==> src/rtl/line_render_sequencer.sv <==
// Sequences one background work line into the ping-pong line RAM every two scan lines.
// Define LINE_RENDER_SCROLL_EN to add per-frame scroll offsets on the glyph fetch coordinates.
module line_render_sequencer #(
  parameter int LINE_PIXELS = 400,
  parameter int LINES       = 300,
  parameter int PIPE_STAGES = 3,
  parameter int PRELOAD_Y   = 665
) (
  input  logic        vga_clk,
  input  logic        rst_n,
  input  logic        enable,
  input  logic        line_start,
  input  logic [10:0] counter_x,
  input  logic [9:0]  counter_y,
  input  logic        clr_overrun,
`ifdef LINE_RENDER_SCROLL_EN
  input  logic [8:0]  scroll_x,
  input  logic [8:0]  scroll_y,
`endif
  output logic        work_en,
  output logic [8:0]  work_x,
  output logic [8:0]  work_y,
  output logic [8:0]  fetch_x,
  output logic [8:0]  fetch_y,
  output logic        wr_en,
  output logic [9:0]  wr_addr,
  output logic        line_done,
  output logic        frame_done,
  output logic        overrun
);

  typedef enum logic [2:0] {
    IDLE,
    WAIT_FRAME,
    WORK,
    WAIT_END,
    WAIT_LINE
  } state_t;

  localparam logic [8:0] LAST_X      = 9'(LINE_PIXELS + PIPE_STAGES - 1);
  localparam logic [8:0] LAST_Y      = 9'(LINES - 1);
  localparam logic [8:0] FILL_X      = 9'(PIPE_STAGES);
  localparam logic [9:0] PRELOAD_ROW = 10'(PRELOAD_Y);
  localparam logic [9:0] ADDR_OFFSET = 10'(PIPE_STAGES);

  state_t     state, state_next;
  logic [8:0] work_x_next, work_y_next;
  logic       line_done_next, frame_done_next, overrun_next, wr_en_next;
  logic       preload_hit;

  assign preload_hit = (counter_y == PRELOAD_ROW) && (counter_x == '0);

  // NOTE: every signal gets a default before the case so no path leaves it unassigned (no latches).
  always_comb begin
    state_next      = state;
    work_x_next     = work_x;
    work_y_next     = work_y;
    line_done_next  = 1'b0;
    frame_done_next = 1'b0;
    overrun_next    = overrun;

    case (state)
      IDLE: begin
        if (enable) state_next = WAIT_FRAME;
      end
      WAIT_FRAME: begin
        if (!enable) begin
          state_next = IDLE;
        end else if (preload_hit) begin
          work_x_next = '0;
          work_y_next = '0;
          state_next  = WORK;
        end
      end
      WORK: begin
        if (work_x == LAST_X) begin
          work_x_next    = '0;
          line_done_next = 1'b1;
          state_next     = WAIT_END;
        end else begin
          work_x_next = work_x + 9'd1;
        end
      end
      WAIT_END: begin
        if (line_start) state_next = WAIT_LINE;
      end
      WAIT_LINE: begin
        if (line_start) begin
          if (work_y < LAST_Y) begin
            work_y_next = work_y + 9'd1;
            state_next  = WORK;
          end else begin
            frame_done_next = 1'b1;
            state_next      = WAIT_FRAME;
          end
        end
      end
      default: state_next = IDLE;
    endcase

    // A new violation in the same cycle as a clear must survive, so set is applied last.
    if (clr_overrun) overrun_next = 1'b0;
    if (line_start && (state == WORK)) overrun_next = 1'b1;

    // Registered strobe computed from next-state values so it lines up with work_x/work_en.
    wr_en_next = (state_next == WORK) && (work_x_next >= FILL_X);
  end

  // NOTE: sequential state uses non-blocking assignments so all registers update from pre-edge values.
  always_ff @(posedge vga_clk or negedge rst_n) begin
    if (!rst_n) begin
      state      <= IDLE;
      work_x     <= '0;
      work_y     <= '0;
      wr_en      <= 1'b0;
      line_done  <= 1'b0;
      frame_done <= 1'b0;
      overrun    <= 1'b0;
    end else begin
      state      <= state_next;
      work_x     <= work_x_next;
      work_y     <= work_y_next;
      wr_en      <= wr_en_next;
      line_done  <= line_done_next;
      frame_done <= frame_done_next;
      overrun    <= overrun_next;
    end
  end

  assign work_en = (state == WORK);

  // Address is held at zero outside write cycles; during writes it removes the pipeline delay.
  assign wr_addr = wr_en ? ({work_y[0], work_x} - ADDR_OFFSET) : '0;

`ifdef LINE_RENDER_SCROLL_EN
  logic [8:0] shadow_x, shadow_y;

  // Scroll is sampled once per frame at preload so the picture never tears mid-frame.
  always_ff @(posedge vga_clk or negedge rst_n) begin
    if (!rst_n) begin
      shadow_x <= '0;
      shadow_y <= '0;
    end else if ((state == WAIT_FRAME) && (state_next == WORK)) begin
      shadow_x <= scroll_x;
      shadow_y <= scroll_y;
    end
  end

  assign fetch_x = work_x + shadow_x;
  assign fetch_y = work_y + shadow_y;
`else
  assign fetch_x = work_x;
  assign fetch_y = work_y;
`endif

endmodule
==> config.mk <==
export PLATFORM = sky130hd
export DESIGN_NAME = line_render_sequencer
export DESIGN_NICKNAME = d
export VERILOG_FILES = /design/src/rtl/line_render_sequencer.sv
export SDC_FILE = /design/constraint.sdc
export NUM_CORES = 1
export LEC_CHECK = 0
export BUFFER_PORTS_ARGS = -buffer_cell sky130_fd_sc_hd__buf_4
export CORE_ASPECT_RATIO = 0.9
export CORE_MARGIN = 2
export CORE_UTILIZATION = 45
export DETAILED_ROUTE_END_ITERATION = 7
export PLACE_DENSITY = 0.77
export SYNTH_ARGS = -nofsm -noshare
export SYNTH_HDL_FRONTEND = slang
export SYNTH_SLANG_ARGS = --single-unit
==> constraint.sdc <==
create_clock -name vga_clk -period 3.16 [get_ports vga_clk]
set_input_delay 0.632 -clock vga_clk [delete_from_list [all_inputs] [get_ports vga_clk]]
set_output_delay 0.632 -clock vga_clk [all_outputs]
set_load 0.02 [all_outputs]
# Word-level counts from Yosys, hierarchy flattened
# Cells that the tools add are included.
[totals] regBits=25 input_bits=26 out_inout_bits=51 elab_cells=56
[classes] add_sub_neg=3 order_cmp=2 n_eq_ne=11 n_mux=25 n_reduce_logical=8
[op_table] op="two-way mux 9 bit" n=7
[op_table] op="one-hot mux 9 bit (2 select lines)" n=2
[op_table] op="adder 9 x 1 -> 9 bit (second input constant)" n=2
[op_table] op="two-way mux 3 bit" n=6
[op_table] op="one-hot mux 3 bit (5 select lines)" n=1
[op_table] op="zero test 11 bit" n=1
[op_table] op="== test 10 bit (second input constant)" n=1
[op_table] op="two-way mux 10 bit" n=1
[op_table] op="subtractor 10 x 2 -> 10 bit (second input constant)" n=1
[op_table] op="== test 3 x 2 -> 1 bit (second input constant)" n=3
[op_table] op="== test 9 bit (second input constant)" n=1
[op_table] op=">= comparator 9 x 2 -> 1 bit (second input constant)" n=1
[op_table] op="less-than comparator 9 bit (second input constant)" n=1
[op_table] op="inequality test 2 bit (second input constant)" n=4
[op_table] op="two-way mux 1 bit" n=7
[op_table] op="AND reduction 5 bit" n=1
[op_table] op="nonzero test 2 bit" n=2
[op_table] op="== test 3 x 1 -> 1 bit (second input constant)" n=1
[op_table] op="== test 3 bit (second input constant)" n=1
[op_table] op="logical AND 1 bit" n=3
[op_table] op="zero test 3 bit" n=1
[op_table] op="two-way mux 2 bit" n=1

# Longest topological paths before layout
[logic_depth] ltp_word=7 mapped_depth=8 ltp_nobuf=8

# Least setup slack after synthesis
# OpenSTA, ideal clock, no wires.
[synth_path] kind="register -> output" from="reg work_x[2] (netlist: fetch_x[2])" to="out wr_addr[6]" arrival_ns=2.032 t_required_ns=2.528 path_slack_ns=0.496 path_stages_with_launch=6 n_path_buf=1 path_cell_list="dfrtp_1 > buf_6 > or2_4 > or3_1 > or3_1 > a21boi_0"
[synth_via] elab_chain_len=2
[synth_rtl] element="from (decl)" line="21" text="output logic [8:0] work_x,"
[synth_rtl] element="from (signal assigned)" line="121" text="work_x <= work_x_next;"
[synth_rtl] element="subtractor 10 x 2 -> 10 bit" line="133" text="assign wr_addr = wr_en ? ({work_y[0], work_x} - ADDR_OFFSET) : '0;"
[synth_rtl] element="two-way mux 10 bit" line="133"
[synth_rtl] element="to (decl)" line="26" text="output logic [9:0] wr_addr,"
# Every way passes these cells.

# Final worst setup path
[layout_path] from="reg work_x[0] (netlist: fetch_x[0])" to="out wr_addr[8]"
# Same word-level chain as after synthesis.

==> impl_metrics.csv <==
group,metric,value,unit
grt,grt_max_degree,26,
grt,antenna_found_initial,0,
floorplan,dieArea,4411,µm²
clock_tree,cts_buffers,3,
logic_synthesis,syn_inst,201,
critical_path,critPathTopFamily,"simple AND/OR/NAND/NOR gates",
logic_synthesis,synth_nets,230,
clock_tree,clockBufferDepth,2,
final_layout,syn2layout_area_growth,29.12,%
critical_path,max_stage_delay,0.49,ns
logic_synthesis,ys_seq_elements,25,
critical_path,crit_required,2.53,ns
logic_synthesis,netlist_area,1753,µm²
logic_synthesis,synthFlopType,"dfrtp_1",
timing,fin_crit,2.794,ns
drt,wire_per_inst,13.72,µm
critical_path,cp-end-kind,"output pin",
clock_tree,cts_tree,"yes",
drt,wl,4142,µm
logic_synthesis,synth.area.top_cells,"dfrtp_1, buf_4, o21ai_0",
logic_synthesis,yosysUniqueCellTypes,47,
clock_tree,postCtsSetupRepairBufs,0,
floorplan,initial_core_util,46.98,%
grt,grt.total_usage,18.89,%
timing,finalCritPeriodShare,88.41,%
critical_path,path_max_fanout,10,
drt,vias,1659,
critical_path,start_kind,"flip-flop",
clock_tree,clock_tree.root_cell,"clkbuf_8",
logic_synthesis,synth-async-reset-ratio,100.0,%
grt,grt_pass1_wl,6906,µm
placement,placed_area,2215,µm²
critical_path,crit_chain,"ha_1 > or3_1 > nor4_1 > xor2_1 > and2_1 > buf_4",
final_layout,fin_nets,286,
final_layout,seq_area,625.6,µm²
critical_path,worst-endpoint-arrival,2.16,ns
drt,drtAntennaViolNets,0,
logic_synthesis,ys_seq_area_share,35.69,%
clock_tree,cts_resized,0,
final_layout,finish.instance_area,2263,µm²
final_layout,drive_gt1_share,33.98,%
logic_synthesis,synth_top_cell_by_area,"dfrtp_1",
floorplan,core.rowCount,21,
drt,viasPerCell,5.493,
timing,max_slew_margin,45.72,%
clock_tree,worstSkewPairLatency,0.27,ns
clock_tree,clkSinkCount,25,
timing,rsz0062_at_grt,"false",
critical_path,crit_type,"reg2out",
timing,fin_worst_skew,0.001283,ns
drt,dr.pass1.iters,4,
clock_tree,ctsHoldBuffers,0,
placement,place_hpwl,3107,µm
placement,place_ws,0.4184,ns
run,cap_violations,0,
logic_synthesis,yosys_warnings,0,
logic_synthesis,synth_top_area_share,35.69,%
logic_synthesis,syn_area_per_cell,8.721,µm²
timing,tightest_slew,0.8141,ns
logic_synthesis,netlist_top_cells_count,"dfrtp_1, buf_4, nor2_1, o21ai_0, nand2_1",
final_layout,multi_input_area,942.2,µm²
min_path,hold_path.class,"in2async",
status,status,"finished clean",
floorplan,die_h,63.21,µm
timing,setup_tns,0,ns
timing,drv_slew,0,
drt,drc,0,
final_layout,n_fill_cell,352,
timing,fmaxAchievable,0.3579,GHz
logic_synthesis,synth-edff-count,0,
grt,grt_pass1_vias,1448,
timing,hold_viol,0,
final_layout,antennaDiodeCount,0,
floorplan,io_pins,77,
floorplan,die_width,69.79,µm
critical_path,r2r_slack,0.68,ns
logic_synthesis,yosysMostFrequentCell,"dfrtp_1",
grt,overflow,0,
placement,port_buffers,76,
critical_path,cpMaxStageDelayCell,"dfrtp_1",
placement,gp_congestion,0.7651,
timing,fin_ws,0.3662,ns
power_and_ir_drop,p_total,0.0005986,W
power_and_ir_drop,peakVddDrop,0.1674,mV
floorplan,core_area,3731,µm²
power_and_ir_drop,powerDensity,264.4,nW/µm²
timing,finalSetupViolations,0,
drt,drt_iter0_markers,99,
power_and_ir_drop,p_leak,1.058,nW
clock_tree,cts_max_level,1,
critical_path,crit_buf_inv,1,
clock_tree,path_clk_slew,0.09,ns
[layout by cell type (no fill, tap or decap), types with 3 or more instances in the layout]
cell | Yosys | final
buf_4 | 18 | 77
dfrtp_1 | 25 | 25
o21ai_0 | 17 | 17
nor2_1 | 17 | 17
nand2_1 | 16 | 16
a21oi_1 | 9 | 9
xor2_1 | 9 | 9
and2_1 | 7 | 7
nor2b_1 | 5 | 5
nand3_1 | 5 | 5
nand2b_1 | 4 | 4
nand4_1 | 4 | 4
nor4_1 | 4 | 4
and3_1 | 4 | 4
o31ai_1 | 4 | 4
o2111ai_1 | 4 | 4
inv_1 | 3 | 3
or3_1 | 3 | 3
ha_1 | 3 | 3
clkbuf_8 | 0 | 3
[flip-flops by register name, indices dropped and copies added (netlist names)]
signal,count
frame_done,1
state,3
line_done,1
fetch_x,9
overrun,1
fetch_y,9
wr_en,1
[kinds of logic (layout without fill, tap and decap cells)]
logic type / after synthesis / in the layout / synth area share [%]
xor+xnor: 11 / 11 / 5.497
mux: 1 / 1 / 0.6424
flops: 25 / 25 / 35.69
buf+inv: 29 / 84 / 10.56
simple gates: 82 / 82 / 25.98
fa+ha+maj: 3 / 3 / 2.142
compound gates: 50 / 50 / 19.49
[final timing paths]
check	end	depth (start not counted)	startpoint
hold / removal	fetch_x[1]	1	rst_n
setup / recovery	wr_addr[8]	6	fetch_x[0]
max in group asynchronous	fetch_y[1]	1	rst_n
setup reg to reg	wr_en	7	fetch_x[0]
hold reg to reg	overrun	2	overrun
min in group vga_clk	overrun	2	overrun
[cell type report]
class | instances | share of cell area [%]
Multi-Input combinational cell | 147 | 41.63
Sequential cell | 25 | 27.64
Inverter | 3 | 0.4975
Tap cell | 46 | 2.543
Timing Repair Buffer | 77 | 25.54
Clock buffer | 3 | 1.824
Clock inverter | 1 | 0.3317
[per-stage QoR]
| stage | cells | util (%) | hold slack, ns |
|---|---|---|---|
| after floorplan | 201 | - | 0.3364 |
| after global placement | 298 | 59.36 | 0.5113 |
| after detailed placement | 298 | 59.36 | 0.5198 |
| after CTS | 302 | 60.66 | 0.2580 |
| after global routing | 302 | 60.66 | 0.2695 |
| final | 302 | 60.66 | 0.2487 |
[worst register-to-register path: stages (launching register included)]
cell and delay [ns]:
dfrtp_1 0.51, ha_1 0.33, nand3_1 0.22, nor2_1 0.24, nor3b_1 0.08, a211o_1 0.30, or3b_1 0.38, o41a_1 0.31
[metal layers]
metal  track usage, %  routed length (µm)  share of wire [%]
met4            4.567                  43                1.0
met5                0                   0                  0
met1            27.79                1929                 47
met2            29.29                1896                 46
met3            2.880                 272                6.6
[power by group]
group / internal (W) / total (W) / switching, W
sequential: 0.000323 / 0.000328 / 0.00000530
combinational: 0.0000405 / 0.0000728 / 0.0000322
clock: 0.0000894 / 0.000198 / 0.000108
(Power assumes the default switching activity.)
